$ cat config.mk
export PLATFORM = sky130hd
export DESIGN_NAME = sram_uart_fifo
export DESIGN_NICKNAME = d
export VERILOG_FILES = /design/src/rtl/sram_uart_pkg.sv /design/src/rtl/uart_fifo.sv /design/src/rtl/sram_uart_fifo.sv
export SDC_FILE = /design/constraint.sdc
export NUM_CORES = 2
export LEC_CHECK = 0
export BUFFER_PORTS_ARGS = -buffer_cell sky130_fd_sc_hd__buf_2
export CORE_UTILIZATION = 35
export CTS_BUF_LIST = sky130_fd_sc_hd__clkbuf_16
export DETAILED_ROUTE_END_ITERATION = 8
export GPL_TIMING_DRIVEN = 0
export PLACE_DENSITY = 0.51
export SYNTH_ARGS = -nofsm -noshare
export SYNTH_HDL_FRONTEND = slang
export SYNTH_SLANG_ARGS = --single-unit
$ cat constraint.sdc
create_clock -name clka -period 6.6 [get_ports clka]
set_clock_uncertainty 0.15 [all_clocks]
set_input_delay 0.99 -clock clka [delete_from_list [all_inputs] [get_ports clka]]
set_output_delay 0.99 -clock clka [all_outputs]
set_load 0.02 [all_outputs]
$ cat src/rtl/sram_uart_pkg.sv
// Shared register offsets and status/interrupt bit positions for the SRAM-mapped UART FIFO.
// Pure constants and a status-byte packing helper; no state, no latency, no flow control.
package sram_uart_pkg;

  localparam logic [2:0] OFF_DATA = 3'd0;
  localparam logic [2:0] OFF_IER  = 3'd1;
  localparam logic [2:0] OFF_LSR  = 3'd5;

  localparam int LSR_DR    = 0;
  localparam int LSR_TXOVF = 1;
  localparam int LSR_THRE  = 5;
  localparam int LSR_TEMT  = 6;

  localparam int IER_RDA  = 0;
  localparam int IER_TEMT = 1;

  function automatic logic [7:0] lsr_pack(input logic dr, input logic txovf,
                                          input logic thre, input logic temt);
    logic [7:0] v;
    v            = '0;
    v[LSR_DR]    = dr;
    v[LSR_TXOVF] = txovf;
    v[LSR_THRE]  = thre;
    v[LSR_TEMT]  = temt;
    return v;
  endfunction

endpackage

$ cat src/rtl/uart_fifo.sv
// Circular-buffer FIFO: push/pop take effect on the next edge, head is combinational and reads 0 when empty.
// Push while full and pop while empty are ignored; the caller derives ready/valid from full/empty.
module uart_fifo #(
  parameter int WIDTH = 8,
  parameter int DEPTH = 16
) (
  input  logic                     clk_i,
  input  logic                     rst_ni,
  input  logic                     push_i,
  input  logic [WIDTH-1:0]         data_i,
  input  logic                     pop_i,
  output logic [WIDTH-1:0]         data_o,
  output logic                     full_o,
  output logic                     empty_o,
  output logic [$clog2(DEPTH):0]   count_o
);
  import sram_uart_pkg::*;

  localparam int AW = $clog2(DEPTH);
  localparam logic [AW:0] FULL_CNT = (AW+1)'(DEPTH);

  logic [WIDTH-1:0] mem_q [DEPTH];
  logic [AW-1:0]    wr_ptr_q, wr_ptr_d;
  logic [AW-1:0]    rd_ptr_q, rd_ptr_d;
  logic [AW:0]      count_q, count_d;
  logic             do_push, do_pop;

  assign full_o  = (count_q == FULL_CNT);
  assign empty_o = (count_q == '0);
  assign count_o = count_q;
  assign data_o  = empty_o ? '0 : mem_q[rd_ptr_q];

  // Gating on the pre-edge flags means a pop on a full FIFO cannot admit a same-cycle push.
  assign do_push = push_i && !full_o;
  assign do_pop  = pop_i && !empty_o;

  always_comb begin
    wr_ptr_d = wr_ptr_q;
    rd_ptr_d = rd_ptr_q;
    count_d  = count_q;
    if (do_push) wr_ptr_d = wr_ptr_q + AW'(1);
    if (do_pop)  rd_ptr_d = rd_ptr_q + AW'(1);
    case ({do_push, do_pop})
      2'b10:   count_d = count_q + (AW+1)'(1);
      2'b01:   count_d = count_q - (AW+1)'(1);
      default: count_d = count_q;
    endcase
  end

  always_ff @(posedge clk_i or negedge rst_ni) begin
    if (!rst_ni) begin
      wr_ptr_q <= '0;
      rd_ptr_q <= '0;
      count_q  <= '0;
    end else begin
      wr_ptr_q <= wr_ptr_d;
      rd_ptr_q <= rd_ptr_d;
      count_q  <= count_d;
    end
  end

  always_ff @(posedge clk_i) begin
    if (do_push) mem_q[wr_ptr_q] <= data_i;
  end

endmodule

$ cat src/rtl/sram_uart_fifo.sv
// SRAM-port UART register block (RBR/THR, IER, LSR) over TX/RX FIFOs; reads return one cycle after ena.
// TX bytes written while full are dropped and flagged; RX ready drops when full; streams are valid/ready.
module sram_uart_fifo #(
  parameter logic [63:0] BASE_ADDR = 64'h6000_0000,
  parameter int          RX_DEPTH  = 256,
  parameter int          TX_DEPTH  = 16
) (
  input  logic        clka,
  input  logic        rstn,
  input  logic [63:0] addra,
  input  logic [63:0] dina,
  output logic [63:0] douta,
  input  logic        ena,
  input  logic [7:0]  wea,
  output logic [7:0]  tx_data,
  output logic        tx_valid,
  input  logic        tx_ready,
  input  logic [7:0]  rx_data,
  input  logic        rx_valid,
  output logic        rx_ready,
  output logic        irq
);
  import sram_uart_pkg::*;

  localparam int RXA = $clog2(RX_DEPTH);
  localparam int TXA = $clog2(TX_DEPTH);

  logic [2:0]   off;
  logic         rd_en, thr_wr, ier_wr, lsr_rd;
  logic         tx_push, tx_pop, tx_full, tx_empty;
  logic         rx_push, rx_pop, rx_full, rx_empty;
  logic [7:0]   tx_head, rx_head, lsr, rd_val;
  logic [TXA:0] tx_count, tx_cnt_nxt;
  logic [RXA:0] rx_count, rx_cnt_nxt;

  logic [63:0]  douta_q, douta_d;
  logic [1:0]   ier_q, ier_d;
  logic         txovf_q, txovf_d;
  logic         irq_q, irq_d;

  logic         unused_bits;
  assign unused_bits = ^{addra[63:3], dina[63:16], dina[15:10], BASE_ADDR};

  // Writes are steered by byte lane; the address only selects which register a read returns.
  assign off    = addra[2:0];
  assign rd_en  = ena && !wea[off];
  assign thr_wr = ena && wea[OFF_DATA];
  assign ier_wr = ena && wea[OFF_IER];
  assign lsr_rd = rd_en && (off == OFF_LSR);

  assign tx_push = thr_wr && !tx_full;
  assign tx_pop  = tx_valid && tx_ready;
  assign rx_push = rx_valid && rx_ready;
  assign rx_pop  = rd_en && (off == OFF_DATA) && !rx_empty;

  uart_fifo #(.WIDTH(8), .DEPTH(TX_DEPTH)) u_tx_fifo (
    .clk_i   (clka),
    .rst_ni  (rstn),
    .push_i  (tx_push),
    .data_i  (dina[7:0]),
    .pop_i   (tx_pop),
    .data_o  (tx_head),
    .full_o  (tx_full),
    .empty_o (tx_empty),
    .count_o (tx_count)
  );

  uart_fifo #(.WIDTH(8), .DEPTH(RX_DEPTH)) u_rx_fifo (
    .clk_i   (clka),
    .rst_ni  (rstn),
    .push_i  (rx_push),
    .data_i  (rx_data),
    .pop_i   (rx_pop),
    .data_o  (rx_head),
    .full_o  (rx_full),
    .empty_o (rx_empty),
    .count_o (rx_count)
  );

  assign tx_valid = !tx_empty;
  assign tx_data  = tx_head;
  assign rx_ready = !rx_full;
  assign lsr      = lsr_pack(!rx_empty, txovf_q, !tx_full, tx_empty);
  assign douta    = douta_q;
  assign irq      = irq_q;

  // Post-edge occupancy, so irq reflects the state the FIFOs are about to enter.
  assign tx_cnt_nxt = tx_count + (TXA+1)'(tx_push) - (TXA+1)'(tx_pop);
  assign rx_cnt_nxt = rx_count + (RXA+1)'(rx_push) - (RXA+1)'(rx_pop);

  always_comb begin
    rd_val = 8'h00;
    case (off)
      OFF_DATA: rd_val = rx_head;
      OFF_IER:  rd_val = {6'b0, ier_q};
      OFF_LSR:  rd_val = lsr;
      default:  rd_val = 8'h00;
    endcase

    douta_d = douta_q;
    if (rd_en) begin
      douta_d = '0;
      douta_d[{off, 3'b000} +: 8] = rd_val;
    end

    ier_d = ier_wr ? dina[9:8] : ier_q;

    txovf_d = txovf_q;
    if (thr_wr && tx_full) txovf_d = 1'b1;
    else if (lsr_rd)       txovf_d = 1'b0;

    irq_d = (ier_d[IER_RDA] && (rx_cnt_nxt != '0)) ||
            (ier_d[IER_TEMT] && (tx_cnt_nxt == '0));
  end

  always_ff @(posedge clka or negedge rstn) begin
    if (!rstn) begin
      douta_q <= '0;
      ier_q   <= '0;
      txovf_q <= 1'b0;
      irq_q   <= 1'b0;
    end else begin
      douta_q <= douta_d;
      ier_q   <= ier_d;
      txovf_q <= txovf_d;
      irq_q   <= irq_d;
    end
  end

endmodule
==> flow_summary_export.csv <==
group,metric,value,unit
run_status,status,"finished with violations",
run_status,violations,"capacitance limit, slew limit",
detailed_routing,post_drt_wl_per_cell,38.4,um
sta,fin_crit_sh,0.975,
pwr,leakagePower,32.8,nW
global_routing,grt_use_total,0.245,
logic_synthesis,synth.avg_cell_area,20.7,um2
floorplanning,core_region_area,255000,um2
logic_synthesis,yosys_register_bits,2282,
layout,layout_common_cells,"2176 x edfxtp_1, 538 x mux4_2, 326 x nor2_1, 236 x clkbuf_16, 176 x mux2i_1",
flow_run,cap_violations,9,
clock_tree,cts_resized,0,
global_routing,grt_pass1_wl,423,mm
sta,period_minus_slack,6430,ps
detailed_routing,drt-total-wl,319,mm
worst_setup_path,crit_required,7250,ps
clock_tree,insertion_delay,950,ps
sta,fmax,0.155,GHz
layout,final_common_cell,"edfxtp_1",
pwr,pwr_density_cell,419,nW/um2
layout,drive_gt1_frac,0.241,
sta,rsz0062_at_grt,"no",
pwr,finalPower,43.2,mW
sta,slew_violations,84,
floorplanning,ioPinCount,224,
worst_setup_path,path_class,"flip-flop to flip-flop",
clock_tree,cts_tree,"yes",
global_routing,grt_pass1_vias,46900,
clock_tree,cts_buffers,235,
floorplanning,die_h,509,um
worst_setup_path,arrival,7080,ps
logic_synthesis,yosysWarnings,0,
clock_tree,post_cts_buffers,0,
min_path,hold_class,"input port to flip-flop",
floorplanning,dieArea,259000,um2
sta,setup_tns,0,ps
logic_synthesis,synth_edf_count,2176,
global_routing,grt_max_degree,157,
pwr,power.internal,28.1,mW
floorplanning,start_util,0.353,
detailed_routing,drc,0,
worst_setup_path,reg2reg_depth,11,
place,dpl.hpwl,212,mm
sta,finalHoldViolCount,0,
layout,area_growth,14.5,%
layout,fin_nets,4912,
pwr,comb_power_share,0.315,
logic_synthesis,synth_nets,4544,
logic_synthesis,synth_flop_cell,"edfxtp_1",
worst_setup_path,end_kind,"flip-flop",
worst_setup_path,cp-start-kind,"flip-flop",
logic_synthesis,synth_area,90000,um2
layout,multi_input_area,20300,um2
clock_tree,root_buffer,"clkbuf_16",
pwr,pwr-share-clk,0.308,
pwr,switching_share,0.349,
global_routing,overflow,0,
floorplanning,placementRows,185,
layout,nFillCells,22600,
logic_synthesis,ys_types,73,
place,io_buffers,107,
detailed_routing,vias,48200,
clock_tree,htree_levels,4,
detailed_routing,via_per_inst,5.81,
clock_tree,path_clk_slew,70,ps
detailed_routing,dr.first_iter.drc_count,7746,
sta,setup_violations,0,
pwr,ir_worst_vdd,0.000253,V
floorplanning,chipWidth,509,um
worst_setup_path,critPathMaxFanout,10,
sta,worstMarginPinSlew,1630,ps
logic_synthesis,syn_inst,4345,
pwr,p_sw,15.1,mW
logic_synthesis,synthArstFlopShare,0.0465,
place,place_congestion,0.973,
clock_tree,clkSinkCount,2282,
global_routing,antenna_found_initial,28,
clock_tree,ctsHoldBuffers,1,
logic_synthesis,ys_seq_area_frac,0.755,
min_path,whs_path_depth,2,
pwr,seqPwrFrac,0.377,
layout,final-seq-area,68000,um2
clock_tree,clockBufferDepth,3,
sta,max-slew-margin-rel,-0.118,
detailed_routing,drt-pass1-iter-count,6,
detailed_routing,detail-route-antenna-nets,0,
## final timing paths
path                                                        start                          endpoint  slack (ps)
worst max-delay path            u_rx_fifo.rd_ptr_q[1]$_DFFE_PN0P_              douta[6]$_DFFE_PN0P_         170
worst min-delay path                                      dina[8]                ier_q[0]$_DFF_PN0_         210
worst max register to register  u_rx_fifo.rd_ptr_q[1]$_DFFE_PN0P_              douta[6]$_DFFE_PN0P_         170
worst min register to register              douta[42]$_DFFE_PN0P_             douta[42]$_DFFE_PN0P_         330
max in group asynchronous                                    rstn              douta[6]$_DFFE_PN0P_        5170
min in group asynchronous                                    rstn  u_tx_fifo.count_o[0]$_DFFE_PN0P_         360
## kinds of logic (layout without fill, tap and decap cells)
kind of cell / after synthesis / after routing / share of synthesized area
buf+inv: 292 / 867 / 0.0190
mux: 745 / 745 / 0.160
simple gates: 611 / 611 / 0.0299
fa+ha+maj: 50 / 50 / 0.00728
flops: 2282 / 2282 / 0.755
xor+xnor: 40 / 40 / 0.00389
compound gates: 325 / 325 / 0.0251
other cells: 0 / 5 / 0
## area by class of cell
cell class              count  share of cell area
diodes                      5            0.000121
plain buffers             249              0.0153
clock buffers             236              0.0573
clock inverters           208              0.0173
inverters                  43             0.00157
multi-input cells        1771               0.197
flip-flops and latches   2282               0.659
well taps                3366              0.0408
repair buffers            131              0.0109
## critical path, stage by stage, from the launching register on
cell	delay, ps
dfrtp_1	780
buf_4	400
buf_4	430
clkbuf_2	680
mux4_2	420
inv_1	130
o22ai_1	160
a2111oi_0	1440
nor3_1	310
nor4_1	730
nor3_1	260
a221o_1	320
## synth_stat cells, drive strengths merged, types with 5 or more instances
cell type,number,area share
a2111oi,10,0.00097
a211oi,16,0.0013
a21o,5,0.00042
a21oi,47,0.0026
a221oi,11,0.0011
a22o,26,0.0025
a22oi,47,0.0039
a311oi,11,0.0011
and2,37,0.0026
buf,142,0.013
clkbuf,107,0.0045
dfrtp,106,0.029
edfxtp,2176,0.73
ha,46,0.0064
inv,42,0.0018
mux2,21,0.0026
mux2i,176,0.020
mux4,548,0.14
nand2,110,0.0046
nand2b,10,0.00069
nand3,27,0.0015
nand4,13,0.00090
nor2,326,0.014
nor2b,31,0.0022
nor3,26,0.0015
o2111ai,5,0.00049
o21ai,53,0.0029
o221ai,9,0.00088
o22ai,46,0.0032
o311ai,5,0.00049
o31ai,11,0.00097
or2,6,0.00042
or3,9,0.00063
xnor2,26,0.0025
xor2,14,0.0014
## layer usage
| layer | vias to the layer above | GRT usage | routed length, um | part of all wire |
|---|---|---|---|---|
| met5 | - | 0.00201 | 142 | 0.00045 |
| met2 | 2728 | 0.366 | 141000 | 0.44 |
| met4 | 8 | 0.115 | 16200 | 0.051 |
| li1 | 18700 | - | - | - |
| met3 | 555 | 0.0619 | 32600 | 0.10 |
| met1 | 26300 | 0.335 | 128000 | 0.40 |
## power groups by stage
stage	registers [mW]	logic [mW]	clock network (mW)
floorplan	16.5	7.05	0
global placement	16.6	13.2	0
detailed placement	16.6	13.4	0
CTS	16.3	13.4	13.4
global route	16.3	13.7	13.9
finish	16.3	13.6	13.3
## through the flow
step / utilization / worst slack (ps) / area (um2) / cells / hold slack, ps
floorplan: - / 1890 / 90000 / 4345 / 293
CTS: 0.405 / 478 / 103000 / 8285 / 162
global placement: 0.372 / -23.8 / 94800 / 7818 / 307
global route: 0.405 / 398 / 103000 / 8287 / 183
detailed placement: 0.374 / 430 / 95400 / 7840 / 317
finish: 0.405 / 167 / 103000 / 8291 / 205
## state kept, by name (all words and copies together) (netlist names)
name	count
u_tx_fifo.wr_ptr_q	4
u_tx_fifo.count_o	5
ier_q	2
u_rx_fifo.wr_ptr_q	8
u_rx_fifo.rd_ptr_q	8
u_rx_fifo.mem_q	2048
u_rx_fifo.count_o	9
irq	1
txovf_q	1
u_tx_fifo.mem_q	128
u_tx_fifo.rd_ptr_q	4
douta	64
No activity file was read; power rests on OpenSTA's default activity.
